==> src/rtl/instr_encoder_loader.sv <==
// instr_encoder_loader: encodes MIPS R/lw/sw/beq/j instructions and writes them
// sequentially into instruction memory with a one-cycle write strobe.
// Optional feature macro: ENCODER_FIELD_CHECK_EN (restricts R-type funct/shamt).
module instr_encoder_loader #(
    parameter int unsigned ADDR_W    = 8,
    parameter int unsigned BASE_ADDR = 0,
    parameter int unsigned DEPTH     = 64
) (
    input  logic              clk,
    input  logic              rst,
    input  logic              in_valid,
    output logic              in_ready,
    input  logic [2:0]        in_kind,
    input  logic [4:0]        rs,
    input  logic [4:0]        rt,
    input  logic [4:0]        rd,
    input  logic [4:0]        shamt,
    input  logic [5:0]        funct,
    input  logic [15:0]       imm,
    input  logic [25:0]       target,
    input  logic              flush,
    output logic              wr_en,
    output logic [ADDR_W-1:0] wr_addr,
    output logic [31:0]       wr_data,
    output logic [6:0]        count,
    output logic              full,
    output logic              err
);

    localparam int unsigned CNT_W = 7;

    localparam logic [2:0] KIND_R   = 3'd0;
    localparam logic [2:0] KIND_LW  = 3'd1;
    localparam logic [2:0] KIND_SW  = 3'd2;
    localparam logic [2:0] KIND_BEQ = 3'd3;
    localparam logic [2:0] KIND_J   = 3'd4;

    localparam logic [5:0] OP_R   = 6'b000000;
    localparam logic [5:0] OP_LW  = 6'b100011;
    localparam logic [5:0] OP_SW  = 6'b101011;
    localparam logic [5:0] OP_BEQ = 6'b000100;
    localparam logic [5:0] OP_J   = 6'b000010;

    localparam logic [ADDR_W-1:0] BASE     = ADDR_W'(BASE_ADDR);
    localparam logic [CNT_W-1:0]  LAST_CNT = CNT_W'(DEPTH - 1);

    typedef enum logic [1:0] {
        IDLE  = 2'd0,
        WRITE = 2'd1,
        FULL  = 2'd2
    } state_t;

    state_t      state;
    logic [31:0] enc_word;
    logic        enc_legal;
    logic        r_fields_ok;

    // R-type field legality; only restricted when the field check is built in
`ifdef ENCODER_FIELD_CHECK_EN
    always_comb begin
        r_fields_ok = 1'b0;
        if (shamt == 5'd0) begin
            case (funct)
                6'b100000, 6'b100010, 6'b100100,
                6'b100101, 6'b101010: r_fields_ok = 1'b1;
                default:              r_fields_ok = 1'b0;
            endcase
        end
    end
`else
    assign r_fields_ok = 1'b1;
`endif

    // Encode the presented fields and flag illegal kinds or rejected fields
    always_comb begin
        enc_word  = 32'd0;
        enc_legal = 1'b0;
        case (in_kind)
            KIND_R: begin
                enc_word  = {OP_R, rs, rt, rd, shamt, funct};
                enc_legal = r_fields_ok;
            end
            KIND_LW: begin
                enc_word  = {OP_LW, rs, rt, imm};
                enc_legal = 1'b1;
            end
            KIND_SW: begin
                enc_word  = {OP_SW, rs, rt, imm};
                enc_legal = 1'b1;
            end
            KIND_BEQ: begin
                enc_word  = {OP_BEQ, rs, rt, imm};
                enc_legal = 1'b1;
            end
            KIND_J: begin
                enc_word  = {OP_J, target};
                enc_legal = 1'b1;
            end
            default: begin
                enc_word  = 32'd0;
                enc_legal = 1'b0;
            end
        endcase
    end

    // Loader FSM with registered outputs; flush overrides everything but rst
    always_ff @(posedge clk) begin
        if (rst) begin
            state    <= IDLE;
            in_ready <= 1'b0;
            wr_en    <= 1'b0;
            wr_addr  <= BASE;
            wr_data  <= 32'd0;
            count    <= '0;
            full     <= 1'b0;
            err      <= 1'b0;
        end else if (flush) begin
            state    <= IDLE;
            in_ready <= 1'b1;
            wr_en    <= 1'b0;
            wr_addr  <= BASE;
            count    <= '0;
            full     <= 1'b0;
            err      <= 1'b0;
        end else begin
            err <= 1'b0;
            case (state)
                IDLE: begin
                    in_ready <= 1'b1;
                    if (in_valid && in_ready) begin
                        if (enc_legal) begin
                            state    <= WRITE;
                            wr_en    <= 1'b1;
                            wr_data  <= enc_word;
                            in_ready <= 1'b0;
                        end else begin
                            err <= 1'b1;
                        end
                    end
                end
                WRITE: begin
                    wr_en   <= 1'b0;
                    wr_addr <= wr_addr + ADDR_W'(4);
                    count   <= count + CNT_W'(1);
                    if (count == LAST_CNT) begin
                        state    <= FULL;
                        full     <= 1'b1;
                        in_ready <= 1'b0;
                    end else begin
                        state    <= IDLE;
                        in_ready <= 1'b1;
                    end
                end
                FULL: begin
                    in_ready <= 1'b0;
                    full     <= 1'b1;
                    wr_en    <= 1'b0;
                end
                default: begin
                    state    <= IDLE;
                    in_ready <= 1'b0;
                    wr_en    <= 1'b0;
                end
            endcase
        end
    end

endmodule

==> config.mk <==
export PLATFORM = sky130hd
export DESIGN_NAME = instr_encoder_loader
export DESIGN_NICKNAME = d
export VERILOG_FILES = /design/src/rtl/instr_encoder_loader.sv
export SDC_FILE = /design/constraint.sdc
export NUM_CORES = 1
export LEC_CHECK = 0
export CELL_PAD_IN_SITES_DETAIL_PLACEMENT = 1
export CELL_PAD_IN_SITES_GLOBAL_PLACEMENT = 1
export CORE_UTILIZATION = 25
export CTS_CLUSTER_SIZE = 12
export DETAILED_ROUTE_END_ITERATION = 16
export MAX_ROUTING_LAYER = met4
export PLACE_DENSITY = 0.8
export SLEW_MARGIN = 20
export SYNTH_ARGS = -nofsm -noshare
export SYNTH_HDL_FRONTEND = slang
export SYNTH_SLANG_ARGS = --single-unit
==> constraint.sdc <==
create_clock -name clk -period 4.55 [get_ports clk]
set_clock_uncertainty 0.2 [all_clocks]
set_input_delay 0.455 -clock clk [delete_from_list [all_inputs] [get_ports clk]]
set_output_delay 0.455 -clock clk [all_outputs]
set_load 0.01 [all_outputs]
==> results.sh, run 1 <==
export IMPL_first_iter_violations=73
export IMPL_dieHeight_um=104.4
export IMPL_die_area_um2=10900
export IMPL_num_fill_cells=1182
export IMPL_nNetsFinal=469
export IMPL_synth_cell_type_count=40
export IMPL_path_class="in2reg"
export IMPL_routedWlPerCell_um=14.99
export IMPL_status="finished clean"
export IMPL_slew_headroom_pct=37.87
export IMPL_syn_to_final_growth_pct=53.44
export IMPL_grt_usage_pct=15.36
export IMPL_antenna_found_initial=0
export IMPL_clk_pin_slew_ns=0.10
export IMPL_post_route_util_pct=39.33
export IMPL_worst_pin_slew_ns=0.9286
export IMPL_place_gp_congestion=0.7545
export IMPL_wl_um=7932
export IMPL_ios=126
export IMPL_antenna_left=0
export IMPL_muxShareOfSynthArea_pct=13.74
export IMPL_crit_required_ns=4.55
export IMPL_drive_above_1_share_pct=9.160
export IMPL_synth_warnings=0
export IMPL_vias=2580
export IMPL_synth_xor_area_share_pct=1.670
export IMPL_synth_seq_area_share_pct=37.40
export IMPL_path_max_fanout=11
export IMPL_maxCapViolations=0
export IMPL_cts_buffer_depth=2
export IMPL_syn_avg_cell_area_um2=9.074
export IMPL_cts_buffers=5
export IMPL_antenna_cells=0
export IMPL_grt_pass1_vias=2690
export IMPL_h_tree_depth=2
export IMPL_fin_crit_sh_pct=50.17
export IMPL_end_kind="flop"
export IMPL_cts_root_buf="clkbuf_8"
export IMPL_yosysTopAreaCellShare_pct=37.40
export IMPL_synthTopCellsByArea="dfxtp_1 37%, mux2i_1 6.9%, mux2_2 6.9%"
export IMPL_ctsHoldBuffers=0
export IMPL_syn_inst=289
export IMPL_synth_edf_count=0
export IMPL_synth_fa_ha_area_share_pct=0.9542
export IMPL_peakVddDrop_v=0.0001157
export IMPL_pre_cts_slack_ns=1.603
export IMPL_std_cell_rows=37
export IMPL_grt_pass1_wl_um=13390
export IMPL_ys_async_sr_fraction_pct=0
export IMPL_detail_route_vias_per_cell=4.877
export IMPL_synth_compound_area_share_pct=20.37
export IMPL_setup_viol=0
export IMPL_final_hold_viol_count=0
export IMPL_worstHoldPathType="reg2reg"
export IMPL_multiInputGateArea_um2=1480
export IMPL_drc=0
export IMPL_firstDrtPassIters=4
export IMPL_dp_hpwl_um=5862
export IMPL_p_leak_nw=1.367
export IMPL_setup_ws_ns=2.267
export IMPL_grt_max_degree=59
export IMPL_cp_arrival_ns=2.28
export IMPL_p_per_area_nw_per_um2=241.8
export IMPL_cts_setup_buffers=0
export IMPL_synth_top_family_by_area="compound AO/OA/AOI/OAI gates"
export IMPL_ys_ff_latch=49
export IMPL_synth_simple_area_share_pct=18.61
export IMPL_initial_core_util_pct=25.63
export IMPL_globalRouteOverflowTotal=0
export IMPL_max_stage_delay_ns=0.77
export IMPL_fmax_ghz=0.4381
export IMPL_cts_tree="done"
export IMPL_crit_chain="clkdlybuf4s50_1 > nor2_1 > nand3_1 > a311oi_1"
export IMPL_core_um2=10230
export IMPL_syn_area_um2=2623
export IMPL_regArea_um2=980.9
export IMPL_setup_tns_ns=0
export IMPL_final_max_slew_violation_count=0
export IMPL_fin_crit_ns=2.283
export IMPL_cts_sinks=49
export IMPL_cts_resized=0
export IMPL_fp_dieW_um=104.4
export IMPL_rsz0062_at_grt="false"
export IMPL_hold_slack_ns=0.2761
export IMPL_slowest_stage="nor2_1"
export IMPL_clkLatencyLatePin_ns=0.30
export IMPL_worstSetupStartpointType="input pin"
export IMPL_port_buffers=122
export IMPL_ys_flop_type="dfxtp_1"
export IMPL_synth_top_area_cell="dfxtp_1"
metrics by stage:
stage	instances	power, W	instance area (µm²)
6_report	529	0.0009729	4024
5_1_grt	529	0.001018	4024
4_1_cts	528	0.0009866	4008
3_5_place_dp	520	0.0006579	3887
3_3_place_gp	520	0.0006517	3880
2_1_floorplan	291	0.0005537	2630
per-layer routing:
metal | vias to the layer above | track usage (%) | part of all wire, %
met4 | 0 | 3.265 | 0.74
met1 | 1234 | 18.34 | 42
li1 | 1274 | - | -
met5 | - | - | 0
met2 | 68 | 26.87 | 53
met3 | 4 | 2.694 | 4.0
cell usage in the layout, fill, tap and decap left out, types with 2 or more instances in the layout:
| master | count |
|---|---|
| clkdlybuf4s50_1 | 121 |
| dfxtp_1 | 49 |
| a31oi_1 | 27 |
| mux2i_1 | 18 |
| a211oi_1 | 17 |
| nor2b_1 | 16 |
| mux2_2 | 16 |
| a21oi_1 | 12 |
| nand3_1 | 11 |
| nand2b_1 | 10 |
| a311oi_1 | 10 |
| nor2_1 | 7 |
| or3_1 | 7 |
| nand2_1 | 6 |
| o21ai_0 | 6 |
| clkbuf_8 | 6 |
| inv_1 | 5 |
| o31ai_1 | 5 |
| nand3b_1 | 4 |
| nand4_1 | 3 |
| nor4_1 | 3 |
| xor2_1 | 3 |
| conb_1 | 3 |
| buf_4 | 3 |
| nand4b_1 | 2 |
| xnor2_1 | 2 |
| or4_1 | 2 |
| ha_1 | 2 |
cell families (layout without fill, tap and decap cells):
kind of cell / Yosys count / count (layout)
xor+xnor: 5 / 5
fa+ha+maj: 2 / 2
flops: 49 / 49
compound gates: 80 / 80
buf+inv: 37 / 139
simple gates: 81 / 81
other cells: 1 / 3
mux: 34 / 34
Yosys cell counts (all sizes together) (2+ instances only):
| cell | count |
|---|---|
| dfxtp | 49 |
| a31oi | 27 |
| mux2i | 18 |
| a211oi | 17 |
| clkbuf | 17 |
| mux2 | 16 |
| nor2b | 16 |
| buf | 15 |
| a21oi | 12 |
| nand3 | 11 |
| a311oi | 10 |
| nand2b | 10 |
| nand2 | 7 |
| nor2 | 7 |
| o21ai | 7 |
| or3 | 7 |
| inv | 5 |
| o31ai | 5 |
| nand3b | 4 |
| nand4 | 3 |
| nor3 | 3 |
| nor4 | 3 |
| xor2 | 3 |
| ha | 2 |
| nand4b | 2 |
| or4 | 2 |
| xnor2 | 2 |
worst max-delay path, delay by kind of cell:
family | cells | cell delay [ns]
buf+inv | 1 | 0.55
compound gates | 1 | 0.32
simple gates | 2 | 0.95
sequential cells by signal (all words and copies together), names as in the netlist:
name / flops
wr_addr: 6
count: 7
state: 2
err: 1
in_ready: 1
wr_en: 1
full: 1
wr_data: 30
area by class of cell:
type,count,area share (%)
Inverter,5,0.4664
Multi-Input combinational cell,205,36.78
Clock inverter,2,0.9328
Sequential cell,49,24.38
Tap cell,136,4.229
Clock buffer,6,2.052
Timing Repair Buffer,126,31.16
power by group:
group | total [W] | leakage [nW] | switching (W) | internal (W)
clock | 0.000326 | 0.0574 | 0.000147 | 0.000179
sequential | 0.000448 | 0.397 | 0.00000725 | 0.000440
combinational | 0.000199 | 0.913 | 0.0000841 | 0.000115
final timing paths:
path | start | endpoint | slack [ns] | cells after the start
min reg2reg | full | full | 0.28 | 2
max reg2reg | state[0] | wr_data[2] | 2.38 | 4
min | full | full | 0.28 | 2
max | in_kind[1] | wr_data[22] | 2.27 | 4
No activity file was read; power rests on OpenSTA's default activity.
==> inputs of run 2 (changes only) <==
==> constraint.sdc (replaced) <==
create_clock -name clk -period 2.4 [get_ports clk]
set_clock_uncertainty 0.2 [all_clocks]
set_input_delay 0.24 -clock clk [delete_from_list [all_inputs] [get_ports clk]]
set_output_delay 0.24 -clock clk [all_outputs]
set_load 0.01 [all_outputs]
==> results.sh, run 2 (same netlist as run 1, synthesis figures left out) <==
export IMPL_final_max_slew_violation_count=0
export IMPL_cts_root_buf="clkbuf_8"
export IMPL_fp_dieW_um=104.4
export IMPL_antenna_cells=0
export IMPL_reg_top3="wr_data x30, count x7, wr_addr x6"
export IMPL_cts_sinks=49
export IMPL_vias=2604
export IMPL_peakVddDrop_v=0.0001848
export IMPL_antenna_left=0
export IMPL_globalRouteOverflowTotal=0
export IMPL_grt_pass1_vias=2828
export IMPL_antenna_found_initial=0
export IMPL_grtUsageMet3_pct=2.381
export IMPL_firstDrtPassIters=4
export IMPL_path_class="reg2reg"
export IMPL_cts_buffer_depth=2
export IMPL_dp_hpwl_um=6053
export IMPL_ios=126
export IMPL_clk_pin_slew_ns=0.09
export IMPL_fmax_ghz=0.5130
export IMPL_drive_above_1_share_pct=10.05
export IMPL_cts_resized=0
export IMPL_final_hold_viol_count=0
export IMPL_worstSetupStartpointType="flop"
export IMPL_rsz0062_at_grt="false"
export IMPL_core_um2=10230
export IMPL_end_kind="flop"
export IMPL_grt_usage_pct=16.06
export IMPL_grt_use_met2_pct=29.71
export IMPL_drc=0
export IMPL_fin_crit_ns=1.949
export IMPL_cts_tree="done"
export IMPL_path_max_fanout=11
export IMPL_grt_busiest_layer="met2"
export IMPL_detail_route_vias_per_cell=4.876
export IMPL_cts_setup_buffers=0
export IMPL_place_gp_congestion=0.6982
export IMPL_dp_cells=526
export IMPL_worst_pin_slew_ns=0.5209
export IMPL_syn_to_final_growth_pct=54.29
export IMPL_layout_cells_non_filler=534
export IMPL_r2r_setup_slack_ns=0.45
export IMPL_wl_um=8103
export IMPL_std_cell_rows=37
export IMPL_setup_tns_ns=0
export IMPL_cts_buffers=5
export IMPL_p_leak_nw=1.389
export IMPL_hold_slack_ns=0.2634
export IMPL_final_cell_mix="121 x clkdlybuf4s50_1, 49 x dfxtp_1, 27 x a31oi_1, 18 x mux2i_1, 17 x a211oi_1"
export IMPL_setup_viol=0
export IMPL_fin_crit_sh_pct=81.22
export IMPL_die_area_um2=10900
export IMPL_grt_met1_usage_pct=17.99
export IMPL_slew_headroom_pct=65.19
export IMPL_worstHoldPathType="reg2reg"
export IMPL_largest_register="wr_data"
export IMPL_maxCapViolations=0
export IMPL_nNetsFinal=474
export IMPL_grt_pass1_wl_um=13840
export IMPL_largest_reg_flops=30
export IMPL_grt_max_degree=34
export IMPL_initial_core_util_pct=25.63
export IMPL_crit_required_ns=2.40
export IMPL_routedWlPerCell_um=15.17
export IMPL_dieHeight_um=104.4
export IMPL_status="finished clean"
export IMPL_clkLatencyLatePin_ns=0.30
export IMPL_cp_arrival_ns=1.95
export IMPL_first_iter_violations=57
export IMPL_final_common_cell="clkdlybuf4s50_1"
export IMPL_p_per_area_nw_per_um2=432.5
export IMPL_h_tree_depth=2
export IMPL_ctsHoldBuffers=0
export IMPL_port_buffers=122
==> run 2: critical path, cell delays in order (launching register included) <==
cell	delay (ns)
dfxtp_1	0.43
or3_1	0.56
or4_1	0.53
o211a_1	0.14
==> run 2: per-layer routing <==
metal | part of all wire [%] | routed length (µm)
met1 | 43 | 3488
met2 | 53 | 4271
met3 | 3.4 | 274
met4 | 0.85 | 69
met5 | 0 | 0
==> run 2: cell type report <==
cell class / count / area [µm²]
multi-input cells: 205 / 1471
flip-flops and latches: 49 / 980.9
clock buffers: 6 / 82.58
well taps: 136 / 170.2
inverters: 5 / 18.77
clock inverters: 2 / 13.76
fillers: 1160 / 6185
repair buffers: 131 / 1309
==> run 2: report_power, final <==
part / internal [W] / switching (W) / total [W]
registers: 0.000835 / 0.0000135 / 0.000848
clock network: 0.000234 / 0.000280 / 0.000514
logic: 0.000226 / 0.000162 / 0.000388
==> run 2: final timing paths <==
path                            startpoint     endpoint  cells past startpoint
worst max-delay path              state[0]  wr_data[27]                      3
worst max register to register    state[0]  wr_data[27]                      3
worst min register to register        full         full                      2
worst min-delay path                  full         full                      2
==> run 2: stage by stage <==
stage	instance area [µm²]	power (W)	utilization, %	worst slack [ns]
detailed placement	3950	0.001260	38.61	0.2149
finish	4046	0.001750	39.55	0.4507
global placement	3950	0.001248	38.61	0.2886
CTS	4046	0.001786	39.55	0.4523
global route	4046	0.001846	39.55	0.3854
floorplan	2630	0.001050	-	0.6752
